===== config.mk =====
export PLATFORM = sky130hd
export DESIGN_NAME = rr_arbiter16_flat
export DESIGN_NICKNAME = d
export VERILOG_FILES = /design/src/rtl/rr_arbiter16_if.sv /design/src/rtl/rr_arbiter16.sv /design/src/flat_wrapper.sv
export SDC_FILE = /design/constraint.sdc
export NUM_CORES = 1
export LEC_CHECK = 0
export CAP_MARGIN = 20
export CORE_ASPECT_RATIO = 0.75
export CORE_MARGIN = 5
export CORE_UTILIZATION = 40
export CTS_CLUSTER_DIAMETER = 80
export DETAILED_ROUTE_END_ITERATION = 12
export HOLD_SLACK_MARGIN = 0.15
export PLACE_DENSITY = 0.7
export SLEW_MARGIN = 20
export SYNTH_ARGS = -nofsm -noshare
export SYNTH_HDL_FRONTEND = slang
export SYNTH_SLANG_ARGS = --single-unit

===== constraint.sdc =====
create_clock -name clk -period 5.2 [get_ports clk]
set_input_delay 1.56 -clock clk [delete_from_list [all_inputs] [get_ports clk]]
set_output_delay 1.56 -clock clk [all_outputs]
set_load 0.005 [all_outputs]

===== src/rtl/rr_arbiter16_if.sv =====
// Request/grant bundle between 16 requesters and the round-robin arbiter.
// "release" is a reserved word in SystemVerilog, so the owner-done strobe is named rel.
interface rr_arbiter16_if;
  logic [15:0] req;
  logic        rel;
  logic [15:0] gnt;
  logic [3:0]  gnt_idx;
  logic        gnt_valid;
  logic        timeout;

  modport master (
    output req, rel,
    input  gnt, gnt_idx, gnt_valid, timeout
  );

  modport slave (
    input  req, rel,
    output gnt, gnt_idx, gnt_valid, timeout
  );
endinterface


===== src/rtl/rr_arbiter16.sv =====
// Round-robin arbiter for 16 requesters with hold-time limit and a mandatory dead
// cycle between grants; all state registered, gnt decoded from gnt_idx/gnt_valid.
module rr_arbiter16 #(
  parameter int unsigned MAX_HOLD = 8,
  parameter int unsigned HOLD_W   = 8
) (
  input  logic          clk,
  input  logic          rst_n,
  rr_arbiter16_if.slave bus
);

  typedef enum logic [1:0] {IDLE, BUSY, GAP} state_t;

  state_t              state_q, state_d;
  logic [3:0]          ptr_q, ptr_d;
  logic [3:0]          idx_q, idx_d;
  logic                valid_q, valid_d;
  logic                timeout_q, timeout_d;
  logic [HOLD_W-1:0]   hold_q, hold_d;
  logic                owner_req;
  logic                hold_max;

  // First set request bit scanning upward from one past the last winner, wrapping at 15.
  function automatic logic [3:0] rr_pick(input logic [15:0] r, input logic [3:0] p);
    logic [3:0] idx;
    logic [3:0] win;
    logic       found;
    win   = p;
    found = 1'b0;
    for (int i = 1; i <= 16; i++) begin
      idx = p + 4'(i);
      if (!found && r[idx]) begin
        win   = idx;
        found = 1'b1;
      end
    end
    return win;
  endfunction

  assign owner_req = bus.req[idx_q];
  assign hold_max  = (hold_q == HOLD_W'(MAX_HOLD));

  // NOTE: every always_comb output gets a default before the case, so no path leaves a latch.
  always_comb begin
    state_d   = state_q;
    ptr_d     = ptr_q;
    idx_d     = idx_q;
    valid_d   = valid_q;
    hold_d    = hold_q;
    timeout_d = 1'b0;
    case (state_q)
      IDLE: begin
        if (|bus.req) begin
          idx_d   = rr_pick(bus.req, ptr_q);
          valid_d = 1'b1;
          hold_d  = HOLD_W'(1);
          state_d = BUSY;
        end
      end
      BUSY: begin
        if (bus.rel || !owner_req || hold_max) begin
          ptr_d     = idx_q;
          valid_d   = 1'b0;
          state_d   = GAP;
          // A release in the same cycle as the limit wins; only a forced revoke pulses.
          timeout_d = !bus.rel && owner_req && hold_max;
        end else begin
          hold_d = hold_q + HOLD_W'(1);
        end
      end
      GAP:     state_d = IDLE;
      default: state_d = IDLE;
    endcase
  end

  // NOTE: registers update with non-blocking assignments so every flop samples pre-edge values.
  always_ff @(posedge clk or negedge rst_n) begin
    if (!rst_n) begin
      state_q   <= IDLE;
      ptr_q     <= 4'hF;
      idx_q     <= 4'hF;
      valid_q   <= 1'b0;
      timeout_q <= 1'b0;
      hold_q    <= '0;
    end else begin
      state_q   <= state_d;
      ptr_q     <= ptr_d;
      idx_q     <= idx_d;
      valid_q   <= valid_d;
      timeout_q <= timeout_d;
      hold_q    <= hold_d;
    end
  end

  assign bus.gnt       = valid_q ? (16'h0001 << idx_q) : 16'h0000;
  assign bus.gnt_idx   = idx_q;
  assign bus.gnt_valid = valid_q;
  assign bus.timeout   = timeout_q;

endmodule


===== src/flat_wrapper.sv =====
// flat-port wrapper written by rule: the top's interface ports become plain ports
module rr_arbiter16_flat 
#(
  parameter int unsigned MAX_HOLD = 8,
  parameter int unsigned HOLD_W   = 8
)
  (clk, rst_n, bus_req, bus_rel, bus_gnt, bus_gnt_idx, bus_gnt_valid, bus_timeout);
  rr_arbiter16_if bus_i ();
  input  logic clk;
  input  logic rst_n;
  input wire logic [$bits(bus_i.req)-1:0] bus_req;
  input wire logic [$bits(bus_i.rel)-1:0] bus_rel;
  output wire logic [$bits(bus_i.gnt)-1:0] bus_gnt;
  output wire logic [$bits(bus_i.gnt_idx)-1:0] bus_gnt_idx;
  output wire logic [$bits(bus_i.gnt_valid)-1:0] bus_gnt_valid;
  output wire logic [$bits(bus_i.timeout)-1:0] bus_timeout;
  assign bus_i.req = bus_req;
  assign bus_i.rel = bus_rel;
  assign bus_gnt = bus_i.gnt;
  assign bus_gnt_idx = bus_i.gnt_idx;
  assign bus_gnt_valid = bus_i.gnt_valid;
  assign bus_timeout = bus_i.timeout;
  rr_arbiter16 #(.MAX_HOLD(MAX_HOLD), .HOLD_W(HOLD_W)) u_core (.clk(clk), .rst_n(rst_n), .bus(bus_i));
endmodule

## Yosys cells after proc, flatten, opt, wreduce, memory -nomap -nowiden

Index checks and enable logic that the tools add are counted.

- Flip-flop bits (word level): 20
- Input bits: 19
- Output and inout port bits: 22

- Add/subtract/negate cells: 16
- Order comparisons: 17
- Equality and inequality tests: 5
- Shift operators: 1
- Muxes and demuxes: 107
- Reduce and logical (&&, ||, !) cells: 44

Operators with widths:

| kind | count |
|---|---|
| $lt 4x5->1 const B | 17 |
| $bmux 1 s4 | 17 |
| $mux 1 | 66 |
| $mux 4 | 16 |
| $add 4x4->4 const B | 8 |
| $logic_and 1x1->1 | 17 |
| $logic_not 1->1 | 17 |
| $add 4x3->4 const B | 4 |
| $mux 16 | 1 |
| $mux 8 | 2 |
| $pmux 8 s2 | 1 |
| $reduce_or 16->1 | 1 |
| $shl 1x4->16 const A | 1 |
| $add 4x2->4 const B | 2 |
| $add 8x1->8 const B | 1 |
| $eq 8x4->1 const B | 1 |
| $reduce_and 2->1 | 3 |
| $reduce_and 3->1 | 2 |
| $add 4x1->4 const B | 1 |
| $mux 2 | 2 |
| $ne 2x1->1 const B | 2 |
| $pmux 2 s2 | 1 |
| $eq 2x1->1 const B | 1 |
| $logic_not 2->1 | 1 |
| other kinds (4) | 5 |

## Depth between registers and ports, before layout

Gate-level depths: netlist (run 1).

- Word-level depth: 79
- Mapped depth: 16

## Least setup slack after synthesis (run 1)

Ideal clock, no wire load.

- Path kind: flip-flop to flip-flop
- Start point: reg u_core.ptr_q[1]
- End point: reg u_core.idx_q[2] (netlist: u_core.bus.gnt_idx[2])
- Library setup time: 0.080 ns
- Arrival time: 4.391 ns
- Data required time: 5.120 ns
- Slack: 0.729 ns
- Cell stages (with the launch flop): 16
- Path buffers: 5
- Clock period less this slack: 4.471 ns
- Cell sequence: dfstp_2 buf_2 buf_2 clkbuf_1 inv_1 ha_1 clkbuf_1 mux4_2 mux2i_1 mux2_4 nand2_1 buf_4 nor4_4 nand3b_2 or3_1 a32o_1

- Cells in the longest elaborated chain, start to end: 79
- Elaborated cells between the ends (all ways): 138

RTL lines:

| element | RTL line | text |
|---|---|---|
| from (decl) | rr_arbiter16.sv:15 | `logic [3:0] ptr_q, ptr_d;` |
| from (signal assigned) | rr_arbiter16.sv:87 | `ptr_q <= ptr_d;` |
| $add 4x1->4 | rr_arbiter16.sv:31 | `idx = p + 4'(i);` |
| $bmux 1 s4 | rr_arbiter16.sv:32 | `if (!found && r[idx]) begin` |
| $mux 1 (not written as such) | rr_arbiter16.sv:32 |  |
| $mux 1 | rr_arbiter16.sv:32 |  |
| $mux 1 | rr_arbiter16.sv:53 | `if (\|bus.req) begin` |
| $mux 1 | rr_arbiter16.sv:51 | `case (state_q)` |
| $logic_not 1->1 | rr_arbiter16.sv:32 |  |
| $logic_and 1x1->1 | rr_arbiter16.sv:32 |  |
| (+63 left out) | n/a |  |
| $logic_not 1->1 | rr_arbiter16.sv:32 |  |
| $logic_and 1x1->1 | rr_arbiter16.sv:32 |  |
| $mux 1 | rr_arbiter16.sv:32 |  |
| $mux 1 | rr_arbiter16.sv:53 |  |
| $mux 1 | rr_arbiter16.sv:51 |  |
| $logic_not 1->1 | rr_arbiter16.sv:32 |  |
| $logic_and 1x1->1 | rr_arbiter16.sv:32 |  |
| $mux 4 (*) | rr_arbiter16.sv:32 |  |
| to (signal assigned) | rr_arbiter16.sv:88 | `idx_q <= idx_d;` |
| to (decl) | rr_arbiter16.sv:16 | `logic [3:0] idx_q, idx_d;` |

Every way passes the cells marked *; elsewhere a longest branch is shown, timed or not. The select of a mux whose other input is x is not followed.
A chain may end at the register's enable or synchronous reset.

## Final worst setup path (run 1)

- Start point: in bus_req[14]
- End point: reg u_core.idx_q[2] (netlist: u_core.bus.gnt_idx[2])

- Cells in the longest elaborated chain, start to end: 78
- Elaborated cells between the ends (all ways): 125

RTL lines:

| element | RTL line | text |
|---|---|---|
| from (decl) | flat_wrapper.sv:11 | `input wire logic [$bits(bus_i.req)-1:0] bus_req;` |
| $bmux 1 s4 | rr_arbiter16.sv:32 |  |
| $mux 1 (not written as such) | rr_arbiter16.sv:32 |  |
| $mux 1 | rr_arbiter16.sv:32 |  |
| $mux 1 | rr_arbiter16.sv:53 |  |
| $mux 1 | rr_arbiter16.sv:51 |  |
| $logic_not 1->1 | rr_arbiter16.sv:32 |  |
| $logic_and 1x1->1 | rr_arbiter16.sv:32 |  |
| $mux 1 | rr_arbiter16.sv:32 |  |
| (+62 left out) | n/a |  |
| $logic_not 1->1 | rr_arbiter16.sv:32 |  |
| $logic_and 1x1->1 | rr_arbiter16.sv:32 |  |
| $mux 1 | rr_arbiter16.sv:32 |  |
| $mux 1 | rr_arbiter16.sv:53 |  |
| $mux 1 | rr_arbiter16.sv:51 |  |
| $logic_not 1->1 | rr_arbiter16.sv:32 |  |
| $logic_and 1x1->1 | rr_arbiter16.sv:32 |  |
| $mux 4 | rr_arbiter16.sv:32 |  |

Several ways; a longest one is shown, not always the timed one. The select of a mux whose other input is x is not followed.

==> results by group, run 1 <==
Detailed routing
  • DRT iter0 DRCs: 446
  • DR pass1 iterations: 5
  • DR vias: 3654
  • DR WL/cell: roughly 21 um
  • Final WL: 11.75 mm
  • DR vias/cell: approximately 6.5
  • DR DRC count: 0
  • Routed Antenna Nets: 0

Timing
  • Max Fclk: 0.2081 GHz
  • RSZ-0062 raised after global routing: false
  • Slew Limit Fails: 0
  • Worst-Margin Slew: between 0.9 and 1 ns
  • Slew HR: 34.51%
  • Setup TNS: 0 ns
  • Final period utilization: 92.41%
  • Min Tclk post-route: 4.805 ns
  • Final setup vio count: 0
  • Max Clock Skew: roughly 0.0023 ns
  • Final hold vios: 0

CTS
  • CTS root buffer: clkbuf_16
  • Clock sink count: 20
  • Worst-path clk slew: 0.06 ns
  • Cts repair resizes: 0
  • Hold buffers post-CTS: 0
  • Inserted Clock Buffers: 3
  • H-tree levels: 1
  • Post-CTS setup buffer count: 0
  • CTS tree: yes
  • Clk_lat worst skew: between 0.2 and 0.3 ns
  • Clock buffer depth: 2

Synthesis
  • Syn_nets: 438
  • Avg Cell Area, Syn: 8.902 sq um
  • Netlist cell types: 75
  • FF+latch count, synth: 20
  • Yosys warning count: 0
  • Dominant synthesized flop cell: dfrtp_1
  • Syn Inst Count: 409
  • EDFF count, synth: 0
  • Register area share after synthesis: 14.02%
  • Fraction of registers with async set or reset after synthesis: 100.0%
  • Post-synth design cell area: between 3000 and 4000 sq um

GRT
  • Initial antenna violation count: 0
  • Pin count of the biggest net entering global routing: 40
  • Number of global-route vias before repair: 3342
  • GRT overflow: 0
  • Tot GR Track Use: 20.78%
  • First-pass GRT wire length: between 15 and 20 mm

Placement
  • Placed Instances: ~560
  • GP Congestion: 1.004
  • Port bufs: 40
  • HPWL Detailed: 8.995 mm

Final layout
  • Layout net count: between 400 and 500
  • Share of post-route cells with drive strength above 1: 20.13%
  • Fill count: slightly above 800
  • Non-filler cells, final: 559
  • Area delta synth->final: 18.45%
  • N_diodes: 0

Worst setup path
  • CP top delay family: simple AND/OR/NAND/NOR gates
  • Crit path buf inv count: 1
  • Crit path DAT: approximately 5 ns
  • FF-to-FF setup slack: 0.89 ns
  • Critical Path Stages: 9
  • Critical Path Start: bus_req[14]
  • Startpoint Class: input pin
  • Cell Chain, Critical Path: clkdlybuf4s50_1, mux4_2, mux2i_1, mux2_4, nand2_1, nor4_4, nand3b_2, or3_1, a32o_1
  • Setup Crit Path Kind: in2reg
  • Critical path required time: 5.39 ns
  • Worst-case reg-to-reg path depth: 10
  • CP endpoint kind: flop
  • Worst path slowest cell: clkdlybuf4s50_1
  • Critical Path Sink: u_core.bus.gnt_idx[2]
  • Crit-path max FO: 11
  • Worst r2r src: u_core.ptr_q[0]
  • Slowest cell delay on critical path: between 0.5 and 0.6 ns
  • Worst R2R End: u_core.bus.gnt_idx[2]

Floorplan
  • Die H: 92.63 um
  • # rows: 30
  • Ports: 41
  • Die ar.: 11130 sq um
  • Initial cell density of the core: 40.59%
  • Core Region: roughly 9000 sq um
  • Die width: about 120 um

Run status
  • Outcome: finished, final reports clean

Min path
  • HP Class: reg2reg

Job
  • Max_cap viols: 0
-- sequential cells by signal, summed over array words and instances (netlist names) --
| signal | count |
|---|---|
| u_core.bus.gnt_valid | 1 |
| u_core.state_q | 2 |
| u_core.bus.gnt_idx | 4 |
| u_core.ptr_q | 4 |
| u_core.hold_q | 8 |
| u_core.bus.timeout | 1 |
-- per-layer routing --
| layer | vias up | GRT usage [%] | part of all wire, % |
|---|---|---|---|
| met5 | - | 0 | 0 |
| met4 | 0 | 3.146 | 1.0 |
| met3 | 15 | 3.968 | 11 |
| met2 | 210 | 28.89 | 42 |
| met1 | 1769 | 33.27 | 46 |
| li1 | 1660 | - | - |
-- worst register-to-register path, cell delays in order (launching register included) --
cell,delay [ns]
dfstp_2,0.53
buf_4,0.45
ha_1,0.40
xnor2_1,0.47
mux2i_1,0.49
mux2_4,0.28
nand2_1,0.29
nor4_4,0.55
nand3b_2,0.19
or3_1,0.35
a32o_1,0.25
-- cells in the mapped netlist, drive strengths merged, types with 5 or more instances --
cell type / count / area [sq um]
nand2: 33 / 123.9
mux2: 26 / 300.3
clkbuf: 13 / 48.80
mux4: 26 / 596.8
dfrtp: 12 / 300.3
inv: 11 / 41.29
nand3: 13 / 65.06
nand3b: 5 / 41.29
nor2: 38 / 142.6
a21oi: 18 / 93.84
nand2b: 7 / 43.79
nor4: 12 / 111.4
xor2: 8 / 70.07
dfstp: 8 / 210.2
nor3: 11 / 55.05
mux2i: 34 / 369.1
ha: 10 / 125.1
buf: 11 / 60.05
o211ai: 5 / 37.54
o21ai: 21 / 105.1
xnor2: 9 / 78.83
o22ai: 5 / 31.28
-- kinds of logic after synthesis --
kind of cell | Yosys count | share of synthesized area (%)
AND/OR/NAND/NOR | 145 | 21.44
adder cells (fa/ha/maj) | 10 | 3.436
flip-flops | 20 | 14.02
XOR/XNOR | 17 | 4.090
buffers and inverters | 36 | 4.227
AO/OA/AOI/OAI | 95 | 18.01
multiplexers | 86 | 34.78
-- worst min path at each step --
stage / from / endpoint / slack (ns) / cells after the start
final: u_core.hold_q[7] / u_core.hold_q[7] / 0.54 / 2
after detailed placement: u_core.hold_q[7] / u_core.hold_q[7] / 0.53 / 2
after global routing: u_core.hold_q[7] / u_core.hold_q[7] / 0.59 / 2
after global placement: u_core.hold_q[1] / u_core.hold_q[1] / 0.53 / 2
after CTS: u_core.hold_q[7] / u_core.hold_q[7] / 0.55 / 2
after floorplan: u_core.hold_q[1] / u_core.hold_q[1] / 0.50 / 2
-- through the flow --
| stage | cell area [sq um] | worst slack, ns | hold WS [ns] | util [%] |
|---|---|---|---|---|
| floorplan | 3641 | 0.7290 | 0.4960 | - |
| finish | 4313 | 0.3949 | 0.5449 | 48.08 |
| global placement | 4208 | 0.2814 | 0.5269 | 46.90 |
| detailed placement | 4208 | 0.1982 | 0.5348 | 46.90 |
| CTS | 4313 | 0.4463 | 0.5518 | 48.08 |
| global route | 4313 | 0.2222 | 0.5867 | 48.08 |
-- cell type report --
class | instances | area [sq um] | area share [%]
clock buffer | 3 | 75.07 | 1.741
multi-input combinational | 353 | 2977 | 69.02
inverter | 12 | 45.04 | 1.044
clock inverter | 1 | 30.03 | 0.6963
timing repair buffer | 58 | 535.5 | 12.42
tap | 112 | 140.1 | 3.249
sequential | 20 | 510.5 | 11.84
-- cells in the final DEF (no fill, tap or decap), types with 11 or more instances in the layout --
cell type        count
dfrtp_1             12
buf_4               18
a21oi_1             17
mux2_2              23
inv_1               11
clkdlybuf4s50_1     40
nand2_1             33
mux4_2              23
nor2_1              38
mux2i_1             31
nor3_1              11
nand3_1             13
o21ai_0             20
Power of run 1 is left out: the tool's default activity adds up to more than one toggle a clock period on the data nets, which glitch-free logic cannot reach.
==> run 2, diff against run 1 <==
CTS_CLUSTER_SIZE = 10   (was not set)
==> results of run 2 <==
No change in the layout: final DEF, timing and power equal those of run 1.
Power of run 2 is left out for the same reason.
==> run 3, diff against run 2 <==
PLACE_DENSITY = 0.61   (was 0.7)
==> results by group, run 3 (synthesis gave the netlist of run 1 again) <==
GRT
  • GRT overflow: 0
  • Tot GR Track Use: 20.31%
  • Pin count of the biggest net entering global routing: 40
  • Most used routing layer: met1
  • Grt met2 use: 28.99%
  • Number of global-route vias before repair: 3242
  • First-pass GRT wire length: 18.22 mm
  • Met1 Resource Use GR: 32.92%
  • Met3 global-route usage: 3.358%
  • Initial antenna violation count: 0

Job
  • Max_cap viols: 0

CTS
  • Cts repair resizes: 0
  • Clock buffer depth: 2
  • CTS root buffer: clkbuf_16
  • Worst-path clk slew: 0.05 ns
  • Hold buffers post-CTS: 0
  • CTS tree: yes
  • Clk_lat worst skew: 0.25 ns
  • Inserted Clock Buffers: 3
  • Clock sink count: 20
  • H-tree levels: 1
  • Post-CTS setup buffer count: 0

Floorplan
  • Ports: 41
  • Core Region: 8971 sq um
  • Initial cell density of the core: around two fifths
  • Die H: 92.63 um
  • Die ar.: 11130 sq um
  • Die width: 120.2 um
  • # rows: 30

Worst setup path
  • Crit path DAT: 5.03 ns
  • Startpoint Class: input pin
  • Worst r2r src: u_core.ptr_q[0]
  • Slowest cell delay on critical path: 0.59 ns
  • Worst path slowest cell: mux4_2
  • Crit-path max FO: 15
  • Setup Crit Path Kind: in2reg
  • Worst R2R End: u_core.bus.gnt_idx[2]
  • Critical path required time: 5.38 ns
  • FF-to-FF setup slack: about 0.9 ns
  • Worst-case reg-to-reg path depth: 10
  • CP endpoint kind: flop
  • Cell Chain, Critical Path: clkdlybuf4s50_1, mux4_2, mux2_2, mux2i_2, nand4_4, nor4_4, nand3b_2, or3_1, a32o_1

Timing
  • Final setup vio count: 0
  • Max Fclk: 0.2062 GHz
  • Final period utilization: 93.27%
  • RSZ-0062 raised after global routing: false
  • Slew HR: 40.61%
  • Final hold vios: 0
  • Max Clock Skew: 0.001781 ns
  • Min Tclk post-route: slightly below 5 ns
  • Slew Limit Fails: 0
  • Setup TNS: 0 ns
  • Worst-Margin Slew: slightly below 0.9 ns

Detailed routing
  • DRT iter0 DRCs: 412
  • Final WL: 11.74 mm
  • DR vias/cell: 6.486
  • DR WL/cell: between 20 and 25 um
  • DR vias: 3645
  • DR pass1 iterations: 5
  • Routed Antenna Nets: 0
  • DR DRC count: 0

Min path
  • Hold Crit Endpoint: u_core.hold_q[1]
  • Hold Path Origin: u_core.hold_q[1]
  • HP Class: reg2reg
  • Hold Path Stages: 2

Final layout
  • Most frequent cells in the layout: 40 x clkdlybuf4s50_1, 38 x nor2_1, 33 x nand2_1
  • Share of post-route cells with drive strength above 1: 20.67%
  • Layout net count: 481
  • N_diodes: 0
  • Most flops, register: u_core.hold_q
  • Fill count: 866
  • Commonest non-fill, non-tap cell in the layout: clkdlybuf4s50_1
  • Area delta synth->final: 18.45%
  • Number of flip-flops in the largest register: 8

Run status
  • Outcome: finished, final reports clean

Placement
  • HPWL Detailed: around 9 mm
  • GP Congestion: 0.9349
  • Port bufs: 40
==> run 3: worst max-delay path by stage <==
stage | start | endpoint | slack [ns] | cells after the start
5_1_grt | bus_req[2] | u_core.bus.gnt_idx[2] | 0.10 | 10
2_1_floorplan | u_core.ptr_q[1] | u_core.bus.gnt_idx[2] | 0.73 | 15
3_5_place_dp | bus_req[5] | u_core.bus.gnt_idx[2] | 0.16 | 9
6_report | bus_req[2] | u_core.bus.gnt_idx[2] | 0.35 | 9
4_1_cts | bus_req[2] | u_core.bus.gnt_idx[2] | 0.40 | 9
3_3_place_gp | bus_req[2] | u_core.bus.gnt_idx[2] | 0.22 | 9
==> run 3: final cells by class <==
cell class | instances | area, sq um | area share [%]
Inverter | 12 | 45.04 | 1.044
Clock buffer | 3 | 75.07 | 1.741
Timing Repair Buffer | 62 | 565.5 | 13.11
Multi-Input combinational cell | 353 | 2977 | 69.02
Tap cell | 112 | 140.1 | 3.249
Sequential cell | 20 | 510.5 | 11.84
==> run 3: critical path: cells and delay by family <==
kind | cells | cell delay (ns)
simple gates | 4 | 1.40
mux | 3 | 1.22
buf+inv | 1 | 0.58
compound gates | 1 | 0.25
==> run 3: per-layer routing <==
layer	wire, um	vias to the layer above
met2	4783	170
met4	50	0
met3	1064	8
met5	0	-
met1	5840	1793
li1	-	1674
==> run 3: per-stage QoR <==
step | cells | cell area (sq um) | worst slack (ns) | utilization [%] | hold WS (ns)
6_report | 562 | 4313 | 0.3499 | 48.08 | 0.5467
5_1_grt | 562 | 4313 | 0.1009 | 48.08 | 0.5937
4_1_cts | 562 | 4313 | 0.3956 | 48.08 | 0.5498
3_5_place_dp | 559 | 4238 | 0.1628 | 47.24 | 0.5329
3_3_place_gp | 559 | 4238 | 0.2172 | 47.24 | 0.5246
2_1_floorplan | 409 | 3641 | 0.7290 | - | 0.4960
Power of run 3 is left out for the same reason.
